===== config.mk =====
export PLATFORM = sky130hd
export DESIGN_NAME = cpu_control_unit_flat
export DESIGN_NICKNAME = d
export VERILOG_FILES = /design/src/rtl/cpu_control_unit_pkg.sv /design/src/rtl/cpu_control_unit_if.sv /design/src/rtl/cpu_control_unit_decoder.sv /design/src/rtl/cpu_control_unit.sv /design/src/flat_wrapper.sv
export SDC_FILE = /design/constraint.sdc
export NUM_CORES = 1
export LEC_CHECK = 0
export CAP_MARGIN = 20
export CORE_ASPECT_RATIO = 1.5
export CORE_UTILIZATION = 46
export DETAILED_ROUTE_END_ITERATION = 10
export HOLD_SLACK_MARGIN = 0.15
export PLACE_DENSITY = 0.74
export RECOVER_POWER = 100
export SYNTH_ARGS = -nofsm -noshare
export SYNTH_HDL_FRONTEND = slang
export SYNTH_SLANG_ARGS = --single-unit

===== constraint.sdc =====
create_clock -name clock -period 3.2 [get_ports clock]
set_clock_uncertainty 0.05 [all_clocks]
set_input_delay 0.64 -clock clock [delete_from_list [all_inputs] [get_ports clock]]
set_output_delay 0.64 -clock clock [all_outputs]
set_load 0.05 [all_outputs]

===== src/rtl/cpu_control_unit_pkg.sv =====
// Shared types for the CPU control unit: opcodes, ALU select codes, FSM states, IR fields.
// STEP_WAIT exists only when CU_SINGLE_STEP_EN is defined.
package cpu_pkg;

  typedef enum logic [3:0] {
    OP_NOP  = 4'h0,
    OP_LDI  = 4'h1,
    OP_ADD  = 4'h2,
    OP_SUB  = 4'h3,
    OP_AND  = 4'h4,
    OP_OR   = 4'h5,
    OP_ADDI = 4'h6,
    OP_ST   = 4'h8,
    OP_BZ   = 4'h9,
    OP_BP   = 4'hA,
    OP_JMP  = 4'hB,
    OP_HALT = 4'hF
  } opcode_e;

  typedef enum logic [2:0] {
    CLS_NOP,
    CLS_WB,
    CLS_ST,
    CLS_BR,
    CLS_JMP,
    CLS_HALT,
    CLS_ILL
  } iclass_e;

  typedef enum logic [2:0] {
    S_IDLE,
    S_FETCH,
    S_DECODE,
    S_EXECUTE,
    S_MEMORY,
    S_WRITEBACK,
    S_HALT
`ifdef CU_SINGLE_STEP_EN
    , S_STEP_WAIT
`endif
  } state_e;

  localparam logic [3:0] ALU_PASS_A = 4'b0000;
  localparam logic [3:0] ALU_PASS_B = 4'b0001;
  localparam logic [3:0] ALU_ADD    = 4'b0010;
  localparam logic [3:0] ALU_SUB    = 4'b0011;
  localparam logic [3:0] ALU_AND    = 4'b0100;
  localparam logic [3:0] ALU_OR     = 4'b0101;

  localparam int OP_HI   = 15;
  localparam int OP_LO   = 12;
  localparam int RD_HI   = 11;
  localparam int RD_LO   = 9;
  localparam int RS_HI   = 8;
  localparam int RS_LO   = 6;
  localparam int RT_HI   = 5;
  localparam int RT_LO   = 3;
  localparam int IMM9_HI = 8;
  localparam int IMM6_HI = 5;
  localparam int TGT_HI  = 11;

endpackage


===== src/rtl/cpu_control_unit_if.sv =====
// Fetch handshake and datapath control bundle between the control unit and the rest of the core.
interface cpu_control_unit_if #(parameter int PC_WIDTH = 8);
  logic                instr_req;
  logic [PC_WIDTH-1:0] instr_addr;
  logic                instr_valid;
  logic [15:0]         instr_data;
  logic                zero_flag;
  logic                pos_flag;
  logic                rf_write;
  logic [2:0]          rs_addr;
  logic [2:0]          rt_addr;
  logic [2:0]          rd_addr;
  logic [15:0]         imm_data;
  logic                imm_sel;
  logic [3:0]          alu_sel;
  logic                mem_write;

  modport master (
    output instr_req, instr_addr, rf_write, rs_addr, rt_addr, rd_addr,
           imm_data, imm_sel, alu_sel, mem_write,
    input  instr_valid, instr_data, zero_flag, pos_flag
  );

  modport slave (
    input  instr_req, instr_addr, rf_write, rs_addr, rt_addr, rd_addr,
           imm_data, imm_sel, alu_sel, mem_write,
    output instr_valid, instr_data, zero_flag, pos_flag
  );
endinterface


===== src/rtl/cpu_control_unit_decoder.sv =====
// Combinational instruction decoder: IR -> class, register fields, sign-extended immediate,
// ALU controls and illegal-opcode flag.
module instr_decoder
  import cpu_pkg::*;
(
  input  logic [15:0] ir_i,
  output iclass_e     class_o,
  output logic [3:0]  op_o,
  output logic [2:0]  rd_o,
  output logic [2:0]  rs_o,
  output logic [2:0]  rt_o,
  output logic [15:0] imm_o,
  output logic [3:0]  alu_sel_o,
  output logic        imm_sel_o,
  output logic        illegal_o
);

  logic [15:0] imm9_sx;
  logic [15:0] imm6_sx;

  assign op_o    = ir_i[OP_HI:OP_LO];
  assign rd_o    = ir_i[RD_HI:RD_LO];
  assign rt_o    = ir_i[RT_HI:RT_LO];
  assign imm9_sx = {{7{ir_i[IMM9_HI]}}, ir_i[IMM9_HI:0]};
  assign imm6_sx = {{10{ir_i[IMM6_HI]}}, ir_i[IMM6_HI:0]};

  always_comb begin
    class_o   = CLS_ILL;
    rs_o      = ir_i[RS_HI:RS_LO];
    imm_o     = 16'h0000;
    alu_sel_o = ALU_PASS_A;
    imm_sel_o = 1'b0;
    illegal_o = 1'b0;
    case (op_o)
      OP_NOP:  class_o = CLS_NOP;
      OP_LDI:  begin class_o = CLS_WB; alu_sel_o = ALU_PASS_B; imm_sel_o = 1'b1; imm_o = imm9_sx; end
      OP_ADD:  begin class_o = CLS_WB; alu_sel_o = ALU_ADD; end
      OP_SUB:  begin class_o = CLS_WB; alu_sel_o = ALU_SUB; end
      OP_AND:  begin class_o = CLS_WB; alu_sel_o = ALU_AND; end
      OP_OR:   begin class_o = CLS_WB; alu_sel_o = ALU_OR;  end
      OP_ADDI: begin class_o = CLS_WB; alu_sel_o = ALU_ADD; imm_sel_o = 1'b1; imm_o = imm6_sx; end
      OP_ST:   class_o = CLS_ST;
      // branches test the register held in the rd slot
      OP_BZ, OP_BP: begin class_o = CLS_BR; rs_o = ir_i[RD_HI:RD_LO]; imm_o = imm9_sx; end
      OP_JMP:  class_o = CLS_JMP;
      OP_HALT: class_o = CLS_HALT;
      default: begin class_o = CLS_ILL; illegal_o = 1'b1; end
    endcase
  end

endmodule


===== src/rtl/cpu_control_unit.sv =====
// Multi-cycle CPU control unit: fetch/decode/execute sequencing, PC update and branching.
// Optional single-step mode (step port, STEP_WAIT state) when CU_SINGLE_STEP_EN is defined.
//
// state       | meaning
// IDLE        | waiting for run
// FETCH       | instr_req high, waiting for instr_valid
// DECODE      | register fields driven, instruction classified
// EXECUTE     | ALU controls driven, flags sampled, branch/jump resolved
// MEMORY      | mem_write pulse (ST)
// WRITEBACK   | rf_write pulse, ALU controls held
// HALT        | stopped until reset
// STEP_WAIT   | single-step only: waiting for step
module cpu_control_unit
  import cpu_pkg::*;
#(
  parameter int PC_WIDTH = 8
) (
  input  logic clock,
  input  logic reset_n,
  input  logic run,
`ifdef CU_SINGLE_STEP_EN
  input  logic step,
`endif
  output logic halted,
  output logic illegal_op,
  cpu_control_unit_if.master bus
);

  state_e              state_q, state_d, eoi_state;
  logic [PC_WIDTH-1:0] pc_q;
  logic [15:0]         ir_q, ir_d;
  logic                instr_req_q, rf_write_q, mem_write_q, halted_q, illegal_q;
  logic [2:0]          rs_q, rt_q, rd_q;
  logic [15:0]         imm_q;
  logic [3:0]          alu_sel_q;
  logic                imm_sel_q;

  iclass_e     dec_class;
  logic [3:0]  dec_op;
  logic [2:0]  dec_rd, dec_rs, dec_rt;
  logic [15:0] dec_imm;
  logic [3:0]  dec_alu_sel;
  logic        dec_imm_sel, dec_illegal;
  logic        fetch_done, br_taken;

  assign fetch_done = (state_q == S_FETCH) && bus.instr_valid;
  // decoding the incoming word lets the register fields be valid from the first DECODE cycle
  assign ir_d       = fetch_done ? bus.instr_data : ir_q;

  instr_decoder u_dec (
    .ir_i      (ir_d),
    .class_o   (dec_class),
    .op_o      (dec_op),
    .rd_o      (dec_rd),
    .rs_o      (dec_rs),
    .rt_o      (dec_rt),
    .imm_o     (dec_imm),
    .alu_sel_o (dec_alu_sel),
    .imm_sel_o (dec_imm_sel),
    .illegal_o (dec_illegal)
  );

  assign br_taken = ((dec_op == OP_BZ) && bus.zero_flag) ||
                    ((dec_op == OP_BP) && bus.pos_flag);

`ifdef CU_SINGLE_STEP_EN
  assign eoi_state = run ? S_STEP_WAIT : S_IDLE;
`else
  assign eoi_state = run ? S_FETCH : S_IDLE;
`endif

  always_comb begin
    state_d = state_q;
    case (state_q)
      S_IDLE:   if (run) state_d = S_FETCH;
      S_FETCH:  if (bus.instr_valid) state_d = S_DECODE;
      S_DECODE: begin
        case (dec_class)
          CLS_ILL, CLS_HALT: state_d = S_HALT;
          CLS_NOP:           state_d = eoi_state;
          default:           state_d = S_EXECUTE;
        endcase
      end
      S_EXECUTE: begin
        case (dec_class)
          CLS_ST:  state_d = S_MEMORY;
          CLS_WB:  state_d = S_WRITEBACK;
          default: state_d = eoi_state;
        endcase
      end
      S_MEMORY, S_WRITEBACK: state_d = eoi_state;
      S_HALT:   state_d = S_HALT;
`ifdef CU_SINGLE_STEP_EN
      S_STEP_WAIT: begin
        if (!run)      state_d = S_IDLE;
        else if (step) state_d = S_FETCH;
      end
`endif
      default:  state_d = S_IDLE;
    endcase
  end

  always_ff @(posedge clock or negedge reset_n) begin
    if (!reset_n) begin
      state_q     <= S_IDLE;
      pc_q        <= '0;
      ir_q        <= '0;
      instr_req_q <= 1'b0;
      rf_write_q  <= 1'b0;
      mem_write_q <= 1'b0;
      halted_q    <= 1'b0;
      illegal_q   <= 1'b0;
      rs_q        <= '0;
      rt_q        <= '0;
      rd_q        <= '0;
      imm_q       <= '0;
      alu_sel_q   <= '0;
      imm_sel_q   <= 1'b0;
    end else begin
      state_q     <= state_d;
      instr_req_q <= (state_d == S_FETCH);
      rf_write_q  <= (state_d == S_WRITEBACK);
      mem_write_q <= (state_d == S_MEMORY);
      halted_q    <= (state_d == S_HALT);
      if (fetch_done) begin
        ir_q <= bus.instr_data;
        pc_q <= pc_q + PC_WIDTH'(1);
        rs_q <= dec_rs;
        rt_q <= dec_rt;
        rd_q <= dec_rd;
      end
      if ((state_q == S_DECODE) && dec_illegal) illegal_q <= 1'b1;
      if ((state_q == S_DECODE) && (state_d == S_EXECUTE)) begin
        alu_sel_q <= dec_alu_sel;
        imm_sel_q <= dec_imm_sel;
        imm_q     <= dec_imm;
      end
      // pc already points past the branch, so the offset is relative to the next instruction
      if (state_q == S_EXECUTE) begin
        if ((dec_class == CLS_BR) && br_taken) pc_q <= pc_q + PC_WIDTH'(dec_imm);
        else if (dec_class == CLS_JMP)         pc_q <= PC_WIDTH'(ir_q[TGT_HI:0]);
      end
    end
  end

  assign bus.instr_req  = instr_req_q;
  assign bus.instr_addr = pc_q;
  assign bus.rf_write   = rf_write_q;
  assign bus.mem_write  = mem_write_q;
  assign bus.rs_addr    = rs_q;
  assign bus.rt_addr    = rt_q;
  assign bus.rd_addr    = rd_q;
  assign bus.imm_data   = imm_q;
  assign bus.imm_sel    = imm_sel_q;
  assign bus.alu_sel    = alu_sel_q;
  assign halted         = halted_q;
  assign illegal_op     = illegal_q;

endmodule


===== src/flat_wrapper.sv =====
// flat-port wrapper written by rule: the top's interface ports become plain ports
module cpu_control_unit_flat import cpu_pkg::*;
#(
  parameter int PC_WIDTH = 8
)
  (clock, reset_n, run, halted, illegal_op, bus_instr_req, bus_instr_addr, bus_rf_write, bus_rs_addr, bus_rt_addr, bus_rd_addr, bus_imm_data, bus_imm_sel, bus_alu_sel, bus_mem_write, bus_instr_valid, bus_instr_data, bus_zero_flag, bus_pos_flag);
  cpu_control_unit_if #(.PC_WIDTH(PC_WIDTH)) bus_i ();
  input  logic clock;
  input  logic reset_n;
  input  logic run;
  output logic halted;
  output logic illegal_op;
  output wire logic [$bits(bus_i.instr_req)-1:0] bus_instr_req;
  output wire logic [$bits(bus_i.instr_addr)-1:0] bus_instr_addr;
  output wire logic [$bits(bus_i.rf_write)-1:0] bus_rf_write;
  output wire logic [$bits(bus_i.rs_addr)-1:0] bus_rs_addr;
  output wire logic [$bits(bus_i.rt_addr)-1:0] bus_rt_addr;
  output wire logic [$bits(bus_i.rd_addr)-1:0] bus_rd_addr;
  output wire logic [$bits(bus_i.imm_data)-1:0] bus_imm_data;
  output wire logic [$bits(bus_i.imm_sel)-1:0] bus_imm_sel;
  output wire logic [$bits(bus_i.alu_sel)-1:0] bus_alu_sel;
  output wire logic [$bits(bus_i.mem_write)-1:0] bus_mem_write;
  input wire logic [$bits(bus_i.instr_valid)-1:0] bus_instr_valid;
  input wire logic [$bits(bus_i.instr_data)-1:0] bus_instr_data;
  input wire logic [$bits(bus_i.zero_flag)-1:0] bus_zero_flag;
  input wire logic [$bits(bus_i.pos_flag)-1:0] bus_pos_flag;
  assign bus_instr_req = bus_i.instr_req;
  assign bus_instr_addr = bus_i.instr_addr;
  assign bus_rf_write = bus_i.rf_write;
  assign bus_rs_addr = bus_i.rs_addr;
  assign bus_rt_addr = bus_i.rt_addr;
  assign bus_rd_addr = bus_i.rd_addr;
  assign bus_imm_data = bus_i.imm_data;
  assign bus_imm_sel = bus_i.imm_sel;
  assign bus_alu_sel = bus_i.alu_sel;
  assign bus_mem_write = bus_i.mem_write;
  assign bus_i.instr_valid = bus_instr_valid;
  assign bus_i.instr_data = bus_instr_data;
  assign bus_i.zero_flag = bus_zero_flag;
  assign bus_i.pos_flag = bus_pos_flag;
  cpu_control_unit #(.PC_WIDTH(PC_WIDTH)) u_core (.clock(clock), .reset_n(reset_n), .run(run), .halted(halted), .illegal_op(illegal_op), .bus(bus_i));
endmodule

# After elaboration in Yosys (flattened, before gate mapping)
# Index checks and enable logic that the tools add are counted.
# word_totals
ram_bits	0
input_bits	22
register_bits	62
n_memories	0
latch_bits	0
romBits	0
elab_cells	79
out_inout_bits	43
# op_classes
addsub	2
bitwise	0
muxes	17
div_mod_pow	0
n_mul	0
n_reduce_logical	18
shifts	0
order_cmp	0
n_eq_ne	28
# ops
op	count
one-hot mux 3 bit (6 select lines)	2
two-way mux 8 bit	4
one-hot mux 16 bit (2 select lines)	1
== test 3 bit (second input constant)	9
== test 4 bit (second input constant)	5
two-way mux 16 bit	1
== test 3 x 2 -> 1 bit (second input constant)	5
one-hot mux 3 bit (5 select lines)	1
== test 4 x 3 -> 1 bit (second input constant)	3
one-hot mux 3 bit (2 select lines)	2
OR reduction 12 bit	1
OR reduction 2 bit	5
== test 3 x 1 -> 1 bit (second input constant)	3
two-way mux 3 bit	3
adder 8 x 1 -> 8 bit (second input constant)	1
adder 8 bit	1
== test 4 x 2 -> 1 bit (second input constant)	2
logical AND 1 bit	6
logical NOT 3 bit	2
OR reduction 6 bit	1
== test 4 x 1 -> 1 bit (second input constant)	1
logical NOT 4 bit	1
two-way mux 1 bit	3
OR reduction 3 bit	1
logical OR 1 bit	1

# Logic depth before layout (Yosys ltp)
# depth
ltp_word	12
mapped_depth	17
mapped_depth_nobuf	14

# Cells and area by module
# From an unflattened synthesis, not the netlist that was laid out.
# unflattened
cells_unflattened	299
area_unflattened_um2	3437.0
# by_module_without_submodules
mod	cells_each	instances	area_each_um2	seq_area_each_um2
cpu_control_unit	230	1	2911.5	1551.5
instr_decoder	69	1	525.5	0.0

# Worst setup path after synthesis
# OpenSTA, ideal clock, no wires.
# synth_path
path_type	input to register
start	input port bus_instr_valid
end	register u_core.pc_q[6], in the netlist u_core.bus.instr_addr[6]
cell_stages	17
n_path_buf	3
arrival_time_ns	3.214
setup_slack_ns	-0.194
setup_time_ns	0.130
required_time_ns	3.020
cell_sequence	nand4bb_1 buf_6 buf_12 mux2i_2 o311ai_0 and2_1 clkbuf_1 a21oi_1 ha_1 inv_1 fa_1 nor2b_1 o21ai_0 a21boi_0 o21a_1 o211a_1 nor3_1
# synth_between
elab_cells_between_ends	30
classes_between	add/sub: 1; eq/ne: 13; mux: 7; reduce/logical: 9
# synth_rtl
element	line	rtl
start, declared	flat_wrapper.sv:23	input wire logic [$bits(bus_i.instr_valid)-1:0] bus_instr_valid;
logical AND 1 bit *	cpu_control_unit.sv:46	assign fetch_done = (state_q == S_FETCH) && bus.instr_valid;
two-way mux 16 bit *	--	
== test 4 x 1 -> 1 bit or == test 4 bit (tied branches)	cpu_control_unit_decoder.sv:34	case (op_o)
OR reduction 3 bit (no line)	--	
one-hot mux 16 bit (2 select lines) *	cpu_control_unit_decoder.sv:34	
named net u_core.dec_imm[0]	cpu_control_unit.sv:41	logic [15:0] dec_imm;
adder 8 bit *	cpu_control_unit.sv:140	if ((dec_class == CLS_BR) && br_taken) pc_q <= pc_q + PC_WIDTH'(dec_imm);
two-way mux 8 bit *	cpu_control_unit.sv:140	
two-way mux 8 bit *	cpu_control_unit.sv:139	if (state_q == S_EXECUTE) begin
end signal, assigned	cpu_control_unit.sv:127	pc_q <= pc_q + PC_WIDTH'(1);
end signal, assigned	cpu_control_unit.sv:140	
end signal, assigned	cpu_control_unit.sv:141	else if (dec_class == CLS_JMP) pc_q <= PC_WIDTH'(ir_q[TGT_HI:0]);
end, declared	cpu_control_unit.sv:30	logic [PC_WIDTH-1:0] pc_q;
# Mark *: on every way through the listed nets, which the timed path passes. The rest lies on a longest branch.
# A chain may end at the register's enable or synchronous reset.

# Worst setup path after layout
# layout_path
start	input port bus_instr_valid
end	register u_core.pc_q[7], in the netlist u_core.bus.instr_addr[7]
# The elaborated chain is that of the path after synthesis.

==> reports/qor.yml <==
critical_path:
  crit_path_end_kind: "flop"
  crit_required_ns: 3.36
  cp.arrival_ns: 3.20
  path_max_fanout: 6
  cp-start-kind: "input pin"
  critPathKind: "in -> reg"
yosys:
  async_reset_ff_share_pct: 100
  synth_edf_count: 0
  yosys_warnings: 0
  ys_types: 56
  synthFlopType: "dfrtp_1"
  avgSynthCellArea_um2: 9.89
  synth_cells: 304
  syn-num-nets: 335
  netlist_area_um2: 3010
  synth_area_leaders: "dfrtp_1 42%, nand2_1 5.5%, mux2i_1 4.7%, ha_1 3.3%, mux2_2 2.6%"
  synth_seq_cells: 51
  seq_area_frac_synth_pct: 42.5
  synth_area_leader_cell: "dfrtp_1"
  netlist.area_leader.share_pct: 42.5
route:
  antenna_left: 0
  route.detailed.drc: 0
  drt_iter0_drc: 139
  first_pass_iters: 4
  vias: 2604
  wl_per_cell_um: 17.0
  drt_wl_total_mm: 8.01
  vias_per_cell: 5.53
floorplan:
  start_util_pct: 48.3
  io_pins: 65
  die-height_um: 101
  die_w_um: 68.0
  core_um2: 6220
  dieArea_um2: 6870
  fp-row-count: 35
grt:
  grt_pass1_wl_mm: 12.9
  grt_max_degree: 39
  track_usage_pct: 25.3
  antenna_found_initial: 0
  grt_pass1_vias: 2733
  grt_overflow: 0
timing:
  fmax_ghz: 0.329
  rsz0062_at_grt: "no"
  min_period_ns: 3.04
  timing.slew.headroom_pct: -33.3
  period_share_pct: 94.9
  finalMaxSlewViolations: 39
  setup_viol: 0
  hold_viol_final: 0
  tightest_slew_ns: 2.00
outcome:
  violations: "max-capacitance violations, max-slew violations"
  outcome: "complete, but fails checks"
cells_and_area:
  layout.cells.non_filler: 471
  fin_util_pct: 64.3
  fin_nets: 427
  antenna_cells: 0
  drive_gt1_share_pct: 17.1
  area_growth_pct: 33.1
placed_design:
  dp_cells: 462
  gp_congestion: 0.955
  io_buffers: 63
  hpwl_mm: 6.18
clock_tree:
  cts.sinks: 51
  clockBufferDepth: 2
  cts_tree: "yes"
  cts_root_buf: "clkbuf_8"
  hold_buffers: 0
  insertion_delay_ns: 0.30
  cts_buffers: 5
  h-tree-depth: 2
  path_clk_slew_ns: 0.09
power:
  total_leakage_power_nw: 1.98
  finalPower_mw: 4.52
  power_density_nw_per_um2: 1130
  vdd_drop_max_uv: 614
run:
  maxCapViolCount: 1
hold_path:
  min_path_type: "reg -> reg"
## cell type report
type                            count  area, µm²
Fill cell                         536       2220
Multi-Input combinational cell    214       1550
Sequential cell                    51       1280
Timing Repair Buffer              106        931
Tap cell                           74       92.6
Clock buffer                        6       72.6
Inverter                           18       67.6
Clock inverter                      2       12.5
## placed cells by master (no fill, tap or decap), types with 2 or more instances in the layout
cell type and count:
dlymetal6s2s_1 2, nand2b_1 7, clkdlybuf4s50_1 16, mux2_2 6, o21ai_0 11, a21oi_1 13, dlygate4sd3_1 42, dfrtp_1 51
clkbuf_4 2, o22ai_1 6, dlygate4sd2_1 2, xnor2_1 8, o211a_1 2, nor2b_1 6, mux2i_1 15, nor3b_1 5
o2111ai_1 3, nor3_1 7, mux2_1 5, nand2_1 44, nor2_1 16, and3b_1 3, inv_1 18, xor2_1 5
o21a_1 3, nand4_1 3, clkbuf_8 5, a221oi_1 2, buf_4 36, clkbuf_1 7, a22oi_1 4, and3_1 2
a21oi_2 2, ha_1 8
## cells by family (layout without fill, tap and decap cells)
| group | Yosys count | after routing | synth area share (%) |
|---|---|---|---|
| AOI/OAI and AO/OA | 59 | 59 | 13.6 |
| buffers and inverters | 39 | 132 | 7.33 |
| muxes | 27 | 27 | 10.5 |
| adders and majority gates | 9 | 9 | 4.00 |
| other | 1 | 1 | 0.125 |
| and+or+nand+nor | 105 | 105 | 18.2 |
| DFF | 51 | 51 | 42.5 |
| xor gates and xnor gates | 13 | 13 | 3.79 |
## final timing paths
path / startpoint / to / slack, ns / cells after the start
worst max-delay path: bus_instr_valid / u_core.bus.instr_addr[7] / 0.16 / 12
worst min-delay path: u_core.bus.rd_addr[0] / u_core.bus.rd_addr[0] / 0.43 / 2
worst max register to register: u_core.state_q[1] / u_core.bus.instr_addr[7] / 0.23 / 11
worst min register to register: u_core.bus.rd_addr[0] / u_core.bus.rd_addr[0] / 0.43 / 2
max in group asynchronous: reset_n / u_core.bus.rd_addr[2] / 1.06 / 2
min in group asynchronous: reset_n / u_core.bus.instr_addr[5] / 0.84 / 1
## per-layer routing
metal	part of all wire [%]	routed length, µm	GRT usage (%)
met5	0	0	0
met2	53	4260	44.6
met1	39	3080	28.6
met3	3.5	282	3.39
met4	4.7	375	13.1
## critical path, cell delays in order
cell and delay, ns:
dlygate4sd2_1 0.28, nand4bb_4 0.14, mux2i_4 0.25, o311ai_2 0.12
and2_4 0.20, a21oi_1 0.28, ha_1 0.33, o21a_1 0.19
o31a_1 0.12, o41ai_2 0.27, xnor2_1 0.13, a221oi_2 0.25
## stage by stage
step / hold WS, ns / setup TNS, ns / cell area, µm² / setup slack, ns
CTS: 0.408 / 0 / 4040 / 0.00244
detailed placement: 0.420 / -2.09 / 3920 / -0.490
floorplan: 0.294 / 0 / 3030 / 0.00251
global route: 0.455 / 0 / 4000 / 0.00356
finish: 0.429 / 0 / 4000 / 0.162
global placement: 0.412 / -1.61 / 3920 / -0.409
## where the power goes
group          switching, mW  internal (mW)
clock network          0.216          0.153
registers              0.266          0.919
logic                   1.83           1.14
total                   2.31           2.21
## synth_stat cells, drive strengths merged (2+ instances only)
cell / number
dfrtp: 51
nand2: 44
inv: 18
nor2: 17
mux2i: 16
a21oi: 15
buf: 15
o21ai: 12
mux2: 11
ha: 8
nand2b: 8
xnor2: 8
nor3: 7
clkbuf: 6
nor2b: 6
nor3b: 6
o22ai: 6
a22oi: 5
xor2: 5
a221oi: 3
and3b: 3
nand4: 3
o2111ai: 3
o21a: 3
and3: 2
o211a: 2
## state kept, by name (all words and copies together) (netlist names)
signal,count
u_core.bus.instr_addr,8
u_core.bus.imm_sel,1
u_core.illegal_op,1
u_core.bus.rd_addr,3
u_core.bus.mem_write,1
u_core.bus.rf_write,1
u_core.state_q,3
u_core.bus.alu_sel,3
u_core.bus.imm_data,9
u_core.bus.rt_addr,3
u_core.ir_q,13
u_core.halted,1
u_core.bus.instr_req,1
u_core.bus.rs_addr,3
## timing repair
| action | 4_1_cts | 5_1_grt |
|---|---|---|
| cloned | 0 | 0 |
| setup endpoints to repair | 4 | 3 |
| hold endpoints to repair | 0 | 0 |
| setup buffers | 1 | 0 |
| resized for setup | 8 | 5 |
| pin swaps | 1 | 4 |
(Power assumes the default switching activity.)
